[config.mk]
export PLATFORM = sky130hd
export DESIGN_NAME = pc_sequencer
export DESIGN_NICKNAME = d
export VERILOG_FILES = /design/src/rtl/pc_sequencer.sv
export SDC_FILE = /design/constraint.sdc
export NUM_CORES = 1
export LEC_CHECK = 0
export BUFFER_PORTS_ARGS = -buffer_cell sky130_fd_sc_hd__buf_4
export CAP_MARGIN = 20
export CORE_ASPECT_RATIO = 0.75
export CORE_MARGIN = 3
export CORE_UTILIZATION = 50
export CTS_CLUSTER_DIAMETER = 150
export DETAILED_ROUTE_END_ITERATION = 16
export GPL_ROUTABILITY_DRIVEN = 1
export HOLD_SLACK_MARGIN = 0.15
export PLACE_DENSITY_LB_ADDON = 0.08
export SKIP_CTS_REPAIR_TIMING = 1
export SYNTH_ARGS = -nofsm -noshare
export SYNTH_HDL_FRONTEND = slang
export SYNTH_SLANG_ARGS = --single-unit
[constraint.sdc]
create_clock -name clk -period 3 [get_ports clk]
set_input_delay 0.15 -clock clk [delete_from_list [all_inputs] [get_ports clk]]
set_output_delay 0.15 -clock clk [all_outputs]
set_load 0.05 [all_outputs]
[src/rtl/pc_sequencer.sv]
// pc_sequencer: program-counter sequencer for the Mini-MIPS fetch stage.
// It adds stall, branch/jump redirect, exception entry, ERET return,
// halt/resume and misaligned-target trapping to a plain PC register.
//
// Ports:
//   clk             rising-edge system clock
//   reset           synchronous, active-high; overrides every other input
//   stall           hold pc this cycle (RUN only)
//   redirect_valid  taken branch/jump; redirect_target is the destination
//   exception       enter the exception vector, saving pc into epc
//   eret            return from exception (pc <= epc)
//   halt            halt instruction retiring at the current pc
//   resume          leave the HALTED state
//   pc              registered fetch address
//   pc_plus_step    combinational pc + STEP, modulo 2^WIDTH
//   pc_valid        registered; 1 exactly while state is RUN
//   epc             registered exception return address
//   misaligned      registered one-cycle pulse on a trapped misaligned redirect
//   state           registered FSM state: 0 BOOT, 1 RUN, 2 HALTED
module pc_sequencer #(
  parameter int unsigned       WIDTH        = 32,
  parameter logic [WIDTH-1:0]  RESET_VECTOR = 32'h00400000,
  parameter logic [WIDTH-1:0]  EXC_VECTOR   = 32'h80000180,
  parameter int unsigned       STEP         = 4,
  parameter int unsigned       ALIGN_BITS   = 2
) (
  input  logic             clk,
  input  logic             reset,
  input  logic             stall,
  input  logic             redirect_valid,
  input  logic [WIDTH-1:0] redirect_target,
  input  logic             exception,
  input  logic             eret,
  input  logic             halt,
  input  logic             resume,
  output logic [WIDTH-1:0] pc,
  output logic [WIDTH-1:0] pc_plus_step,
  output logic             pc_valid,
  output logic [WIDTH-1:0] epc,
  output logic             misaligned,
  output logic [1:0]       state
);

  typedef enum logic [1:0] {
    BOOT   = 2'd0,
    RUN    = 2'd1,
    HALTED = 2'd2
  } state_t;

  // Mask of the low address bits that must be zero; all-zero when
  // ALIGN_BITS is 0, which disables the check.
  localparam logic [WIDTH-1:0] ALIGN_MASK =
    (WIDTH'(1) << ALIGN_BITS) - WIDTH'(1);

  state_t           state_q;
  logic [WIDTH-1:0] pc_q;
  logic [WIDTH-1:0] epc_q;
  logic             pc_valid_q;
  logic             misaligned_q;
  logic             target_misaligned;

  assign pc_plus_step      = pc_q + WIDTH'(STEP);
  assign target_misaligned = |(redirect_target & ALIGN_MASK);

  always_ff @(posedge clk) begin
    if (reset) begin
      state_q      <= BOOT;
      pc_q         <= RESET_VECTOR;
      epc_q        <= '0;
      pc_valid_q   <= 1'b0;
      misaligned_q <= 1'b0;
    end else begin
      misaligned_q <= 1'b0;
      case (state_q)
        BOOT: begin
          state_q    <= RUN;
          pc_valid_q <= 1'b1;
        end
        RUN: begin
          // Strict priority: only the highest true condition takes effect.
          if (exception) begin
            epc_q <= pc_q;
            pc_q  <= EXC_VECTOR;
          end else if (eret) begin
            pc_q <= epc_q;
          end else if (redirect_valid && target_misaligned) begin
            epc_q        <= pc_q;
            pc_q         <= EXC_VECTOR;
            misaligned_q <= 1'b1;
          end else if (redirect_valid) begin
            pc_q <= redirect_target;
          end else if (halt) begin
            pc_q       <= pc_plus_step;
            state_q    <= HALTED;
            pc_valid_q <= 1'b0;
          end else if (!stall) begin
            pc_q <= pc_plus_step;
          end
        end
        HALTED: begin
          if (exception) begin
            epc_q      <= pc_q;
            pc_q       <= EXC_VECTOR;
            state_q    <= RUN;
            pc_valid_q <= 1'b1;
          end else if (resume) begin
            state_q    <= RUN;
            pc_valid_q <= 1'b1;
          end
        end
        default: begin
          // Unreachable encoding: recover through BOOT.
          state_q    <= BOOT;
          pc_valid_q <= 1'b0;
        end
      endcase
    end
  end

  assign pc         = pc_q;
  assign epc        = epc_q;
  assign pc_valid   = pc_valid_q;
  assign misaligned = misaligned_q;
  assign state      = state_q;

endmodule

# After elaboration in Yosys (flattened, before gate mapping)
# Cells that the tools add are included.
# word_totals
regBits	68
inputBits	40
output_inout_bits	100
elab_cells	57
# op_classes
n_addsub	1
eq_ne	12
n_mux	30
n_bitwise	1
reduce_logical	8
# op_table
operator	n
$mux 32	11
$pmux 32 s2	2
$add 32x3->32 const B	1
$mux 2	7
$ne 2x2->1 const B	6
$ne 3x3->1 const B	3
$mux 1	8
$ne 7x7->1 const B	1
$pmux 2 s3	1
$reduce_and 6->1	1
$reduce_and 4->1	1
$reduce_or 4->1	1
$pmux 1 s3	1
$reduce_and 3->1	1
$eq 2x1->1 const B	1
$eq 2x2->1 const B	1
$logic_not 2->1	1
$reduce_bool 2->1	1
$reduce_or 2->1	1
$logic_and 1x1->1	1
$not 1->1	1

# Longest topological paths before layout
# Gate-level depths: netlist (run 1).
# depth
word_depth	8
depth_mapped	10
mapped_depth_nobuf	7

# Worst setup path after synthesis (run 1)
# Ideal clock, no wire load.
# synth_path
kind	register to register
from	register pc_q[2] (netlist: pc[2])
to	register pc_q[28] (netlist: pc[28])
setup_ns	0.063
arrival_time_ns	2.963
t_required_ns	2.937
path_slack_ns	-0.026
stages_incl_launch_ff	7
n_path_buf	0
period_less_slack_ns	3.026
path_cell_list	dfxtp_1 ha_1 nand2_1 nor4_2 nand3_1 xnor2_1 a221o_1
# synth_via
elab_chain_len	8
# synth_lines
item	line_no	source
start, declared	56	logic [WIDTH-1:0] pc_q;
start signal, assigned	85	pc_q <= epc_q;
start signal, assigned	91	pc_q <= redirect_target;
start signal, assigned	93	pc_q <= pc_plus_step;
$add 32x3->32 *	62	assign pc_plus_step = pc_q + WIDTH'(STEP);
via pc_plus_step[28]	37	output logic [WIDTH-1:0] pc_plus_step,
$mux 32	96	end else if (!stall) begin
$mux 32 *	92	end else if (halt) begin
$mux 32 *	90	end else if (redirect_valid) begin
$mux 32 *	86	end else if (redirect_valid && target_misaligned) begin
$mux 32 *	84	end else if (eret) begin
$mux 32 *	81	if (exception) begin
$pmux 32 s2 *	74	case (state_q)
# Mark *: on every way through the listed nets, which the timed path passes. The rest lies on a longest branch. The select of a mux whose other input is x is not followed.
# A chain may end at the register's enable or synchronous reset.

# Worst setup path after layout (run 1)
# layout_path
from	register pc_q[5] (netlist: pc[5])
to	output pc_plus_step[25]
# layout_via
elab_chain_len	1
# layout_lines
item	line_no
$add 32x3->32	62
end, declared	37
# Every way passes these cells.

==> impl_metrics.toml, run 1 <==
[outcome]
status = "complete, no violations"

[pwr]
p_int_w = 0.00162
max-vdd-ir-drop_mv = 0.527
power_frac_comb_pct = 43.2
switching_share_pct = 45.9
powerDensity_nw_per_um2 = 573
clkPwrFrac_pct = 21.8
p_sw_w = 0.00138
p_seq_share_pct = 35.1
p_leak_nw = 2.16

[synth]
synthSimpleGateAreaFrac_pct = 27.2
synth_fa_ha_area_share_pct = 1.28
synth.area.top_cells = "dfxtp_1, nand2_1, a21oi_1"
synth_edf_count = 0
synth.most_common_cell = "nand2_1"
synthXorXnorAreaFrac_pct = 6.06
ys_seq_elements = 67
synth-async-reset-ratio_pct = 0
yosysTopAreaCellShare_pct = 34.4
yosys_warnings = 0
synth_cells = 514
syn_area_um2 = 3900
synth_mux_area_share_pct = 1.79
synth_top_area_cell = "dfxtp_1"
synthesis.nets = 558
synthFlopType = "dfxtp_1"
syn_avg_cell_area_um2 = 7.59
ys_top_cells_by_count = "nand2_1, dfxtp_1, a21oi_1"
synth.distinct_cells = 62
synth_top_family_by_area = "simple AND/OR/NAND/NOR gates"
seq_area_frac_synth_pct = 34.4
synth_compound_area_share_pct = 23.5

[timing]
timing.fmax_mhz = 374
slew_viol_final = 0
finalSetupViolCount = 0
tns_ns = 0
slew_headroom_pct = 47.1
grt_setup_unrepaired = "false"
hold_viol_final = 0
fin_crit_ns = 2.68
worst_slew_pin_slew_ns = 0.787
period_share_pct = 89.2
skew_ns = 0.0103

[routing]
final_antenna_net_count = 0
drc = 0
drt_first_pass_iters = 6
wl_um = 14000
drt_iter0_drc = 381
wl_per_cell_um = 18.7
vias = 4532
viasPerCell = 6.05

[grt]
grt_max_degree = 54
grt_pass1_wl_um = 21300
grt.overflow.total = 0
grtUsageTotal_pct = 30.7
grt_antenna_before_repair = 0
grt_pass1_vias = 4096

[setup_path]
worstSetupPathType = "reg -> out"
arrival_ns = 2.53
worstPathRequired_ns = 2.85
end_kind = "output port"
worstRegToRegCells = 7
r2r-start = "state[0]$_SDFFE_PP0P_"
crit_fanout = 8
worstReg2RegEnd = "pc[14]$_SDFFE_PP0P_"
crit_path_start_kind = "flop"
r2r_slack_ns = 0.44

[hold_path]
holdPathEnd = "pc[29]$_SDFFE_PP0P_"
min_from = "redirect_target[29]"
hold_depth = 4
hold_class = "in -> reg"

[clock_network]
clk_pin_slew_ns = 0.08
cts_buffers = 9
insertion_delay_ns = 0.36
clock_sinks = 67
clockRootBuffer = "clkbuf_8"
cts_tree = "done"
cts.path.max_buffers = 2
h-tree-depth = 3

[placement]
hpwlAfterDp_um = 10100
placement.io_buffers = 139
finalWeightedCongestion = 0.863

[floorplanning]
num_io_pins = 140
die_x_um = 108
dieArea_um2 = 8910
num_rows = 27
core_region_area_um2 = 7470
die_h_um = 82.5
start_util_pct = 52.3

[cells_and_area]
diodes = 0
drive_above_1_share_pct = 28.9
utilization_pct = 70.2
finalNetCount = 689
areaGrowthSynthToFinish_pct = 34.3

[job]
cap_violations = 0
-- sequential cells by signal, indices dropped and copies added (netlist names) --
signal,cells
state,2
epc,32
misaligned,1
pc,32
-- kinds of logic after synthesis --
logic type	Yosys count
buf+inv	55
flops	67
mux	7
compound gates	140
fa+ha+maj	4
xor+xnor	27
simple gates	214
-- power by group through the flow --
stage	sequential, W	clock, W	combinational, W
finish	0.00105	0.000653	0.00130
global route	0.00106	0.000690	0.00138
CTS	0.00105	0.000654	0.00128
detailed placement	0.00107	0	0.00128
global placement	0.00107	0	0.00126
floorplan	0.00124	0	0.000698
-- metrics by stage --
step / cells / power, W / worst slack, ns / cell area (um^2) / hold slack (ns)
finish: 749 / 0.00300 / 0.324 / 5240 / 0.131
global route: 749 / 0.00313 / 0.214 / 5240 / 0.155
CTS: 743 / 0.00298 / 0.319 / 5180 / 0.0724
detailed placement: 729 / 0.00235 / 0.516 / 5030 / 0.448
global placement: 729 / 0.00233 / 0.559 / 5030 / 0.445
floorplan: 514 / 0.00194 / 0.0103 / 3910 / 0.324
-- area by class of cell --
cell class	count	area (um^2)
clock buffers	9	124
clock inverters	5	32.5
fillers	644	2220
inverters	15	56.3
multi-input cells	392	2350
flip-flops and latches	67	1340
well taps	101	126
repair buffers	160	1220
-- critical path, stage by stage (launching register included) --
cell     delay, ns
dfxtp_1       0.51
nand3_2       0.26
or4_4         0.53
or4_4         0.45
xnor2_1       0.19
buf_4         0.23
-- worst max-delay path by stage --
stage	startpoint	end	slack [ns]	cells past startpoint
floorplan	pc[5]$_SDFFE_PP0P_	pc_plus_step[25]	0.01	5
global placement	state[0]$_SDFFE_PP0P_	pc[14]$_SDFFE_PP0P_	0.56	7
detailed placement	state[0]$_SDFFE_PP0P_	pc[14]$_SDFFE_PP0P_	0.52	7
CTS	pc[5]$_SDFFE_PP0P_	pc_plus_step[25]	0.32	5
global route	pc[10]$_SDFFE_PP0P_	pc_plus_step[15]	0.21	6
finish	pc[5]$_SDFFE_PP0P_	pc_plus_step[25]	0.32	5
-- cell usage in the layout, fill, tap and decap left out, types with 3 or more instances in the layout --
| cell | synthesis | routed |
|---|---|---|
| o22ai_1 | 9 | 9 |
| a22o_1 | 5 | 5 |
| ha_1 | 4 | 4 |
| a22oi_1 | 14 | 14 |
| inv_1 | 14 | 14 |
| nand2_1 | 88 | 88 |
| nand4_1 | 10 | 10 |
| o21ai_0 | 18 | 18 |
| a21o_1 | 6 | 6 |
| o311ai_0 | 4 | 4 |
| mux2i_1 | 7 | 7 |
| nor3_1 | 18 | 18 |
| clkbuf_8 | 0 | 9 |
| a31oi_1 | 7 | 7 |
| o211ai_1 | 3 | 3 |
| nand3_1 | 22 | 22 |
| clkinvlp_4 | 0 | 3 |
| nor3b_1 | 3 | 3 |
| nor2_1 | 34 | 33 |
| or2_2 | 4 | 4 |
| o221ai_1 | 3 | 3 |
| nand2b_1 | 4 | 4 |
| nor4_1 | 4 | 4 |
| a21oi_1 | 48 | 48 |
| xor2_1 | 6 | 6 |
| xnor2_1 | 21 | 20 |
| buf_4 | 3 | 154 |
| a211o_1 | 3 | 3 |
| dfxtp_1 | 67 | 67 |
| dlygate4sd3_1 | 0 | 6 |
| and3_1 | 5 | 5 |
| nor2b_1 | 4 | 4 |
-- routing by layer --
layer | global-route usage [%] | vias up | part of all wire [%]
met5 | 0 | - | 0
met4 | 8.32 | 0 | 1.2
met3 | 7.07 | 18 | 11
met2 | 49.9 | 259 | 45
met1 | 41.4 | 2143 | 43
li1 | - | 2112 | -
No activity file was read; power rests on OpenSTA's default activity.
==> inputs of run 2 (changes only) <==
--- a/config.mk
+++ b/config.mk
@@ -8,7 +8,6 @@
 export BUFFER_PORTS_ARGS = -buffer_cell sky130_fd_sc_hd__buf_4
 export CAP_MARGIN = 20
 export CORE_ASPECT_RATIO = 0.75
-export CORE_MARGIN = 3
 export CORE_UTILIZATION = 50
 export CTS_CLUSTER_DIAMETER = 150
 export DETAILED_ROUTE_END_ITERATION = 16
==> impl_metrics.toml, run 2 (same netlist as run 1, synthesis figures left out) <==
[routing]
drc = 0
drt_first_pass_iters = 7
wl_um = 13300
drt_iter0_drc = 337
viasPerCell = 5.97
vias = 4457
final_antenna_net_count = 0
wl_per_cell_um = 17.9

[grt]
grt_antenna_before_repair = 0
grt.overflow.total = 0
grtUsageTotal_pct = 32.7
grt_pass1_vias = 4023
grt_pass1_wl_um = 21100
grt_max_degree = 54

[timing]
fin_crit_ns = 2.74
period_share_pct = 91.5
hold_viol_final = 0
slew_headroom_pct = 49.7
skew_ns = 0.00627
whs_ns = 0.138
worst_slew_pin_slew_ns = 0.749
grt_setup_unrepaired = "false"
finalSetupViolCount = 0
tns_ns = 0
timing.fmax_mhz = 364
slew_viol_final = 0

[clock_network]
clockRootBuffer = "clkbuf_8"
cts.path.max_buffers = 2
cts_tree = "done"
clock_sinks = 67
insertion_delay_ns = 0.35
h-tree-depth = 3
clk_pin_slew_ns = 0.07
cts_buffers = 9

[floorplanning]
die_h_um = 78.5
start_util_pct = 52.5
num_io_pins = 140
core_region_area_um2 = 7430
die_x_um = 104
num_rows = 27
dieArea_um2 = 8170

[setup_path]
r2r-start = "state[0]$_SDFFE_PP0P_"
arrival_ns = 2.59
worstSetupPathType = "reg -> out"
worstPathRequired_ns = 2.85
worstRegToRegCells = 7
r2r_slack_ns = 0.47
worstReg2RegEnd = "pc[14]$_SDFFE_PP0P_"
crit_fanout = 10
end_kind = "output port"
crit_path_start_kind = "flop"

[placement]
placed_cells = 726
placement.io_buffers = 139
finalWeightedCongestion = 0.928
hpwlAfterDp_um = 9320

[cells_and_area]
finalNetCount = 684
drive_above_1_share_pct = 28.5
layout_common_cells = "buf_4, nand2_1, dfxtp_1"
fillCellCount = 619
diodes = 0
areaGrowthSynthToFinish_pct = 35.4
instances_no_fill = 746
layout_commonest_cell = "buf_4"

[hold_path]
holdPathEnd = "pc[28]$_SDFFE_PP0P_"
hold_class = "in -> reg"
hold_depth = 4
min_from = "redirect_target[28]"

[outcome]
status = "complete, no violations"

[pwr]
p_leak_nw = 2.17
powerDensity_nw_per_um2 = 623
max-vdd-ir-drop_mv = 0.450

[job]
cap_violations = 0
-- run 2: cell count changes in the layout (fill, tap and decap cells not counted) --
cell / before / now
buf_4: 154 / 151
bufinv_16: 0 / 3
clkbuf_1: 0 / 2
clkinv_2: 2 / 0
clkinvlp_4: 3 / 1
dlygate4sd3_1: 6 / 4
clkbuf_8: 9 / 10
-- run 2: worst max path at each step --
stage	startpoint	to	slack [ns]
floorplan	pc[5]$_SDFFE_PP0P_	pc_plus_step[25]	0.01
global placement	state[0]$_SDFFE_PP0P_	pc[14]$_SDFFE_PP0P_	0.59
detailed placement	state[0]$_SDFFE_PP0P_	pc[14]$_SDFFE_PP0P_	0.52
CTS	pc[21]$_SDFFE_PP0P_	pc_plus_step[25]	0.33
global route	pc[14]$_SDFFE_PP0P_	pc_plus_step[30]	0.18
finish	pc[21]$_SDFFE_PP0P_	pc_plus_step[23]	0.26
-- run 2: worst max-delay path, stage by stage (launching register included) --
cell and delay (ns):
dfxtp_1 0.57, nand2_1 0.19, or4_4 0.57, nor4_1 0.51, xor2_1 0.20, buf_4 0.22
-- run 2: per-layer routing --
metal  GRT usage [%]  vias up  part of all wire (%)
met5               0        -                     0
met4            11.0        0                   1.3
met3            6.89       24                   9.8
met2            50.8      262                    45
met1            45.0     2074                    44
li1                -     2097                     -
-- run 2: cell type report --
cell class | count | area, um^2 | share of cell area (%)
well taps | 101 | 126 | 2.39
clock buffers | 12 | 145 | 2.75
flip-flops and latches | 67 | 1340 | 25.4
clock inverters | 4 | 97.6 | 1.85
repair buffers | 155 | 1170 | 22.2
multi-input cells | 392 | 2350 | 44.4
inverters | 15 | 56.3 | 1.07
-- run 2: metrics by stage --
stage / power (W) / worst slack, ns / util (%) / area, um^2
global route: 0.00342 / 0.175 / 71.1 / 5290
floorplan: 0.00194 / 0.0103 / - / 3910
CTS: 0.00329 / 0.328 / 70.6 / 5250
finish: 0.00330 / 0.255 / 71.1 / 5290
global placement: 0.00234 / 0.591 / 67.3 / 5000
detailed placement: 0.00236 / 0.516 / 67.3 / 5000
-- run 2: power breakdown --
part           leakage, nW  switching, W  internal, W
combinational         1.52      0.000908     0.000394
clock                0.117      0.000360     0.000576
sequential           0.541      0.000107     0.000951
total                 2.17       0.00137      0.00192
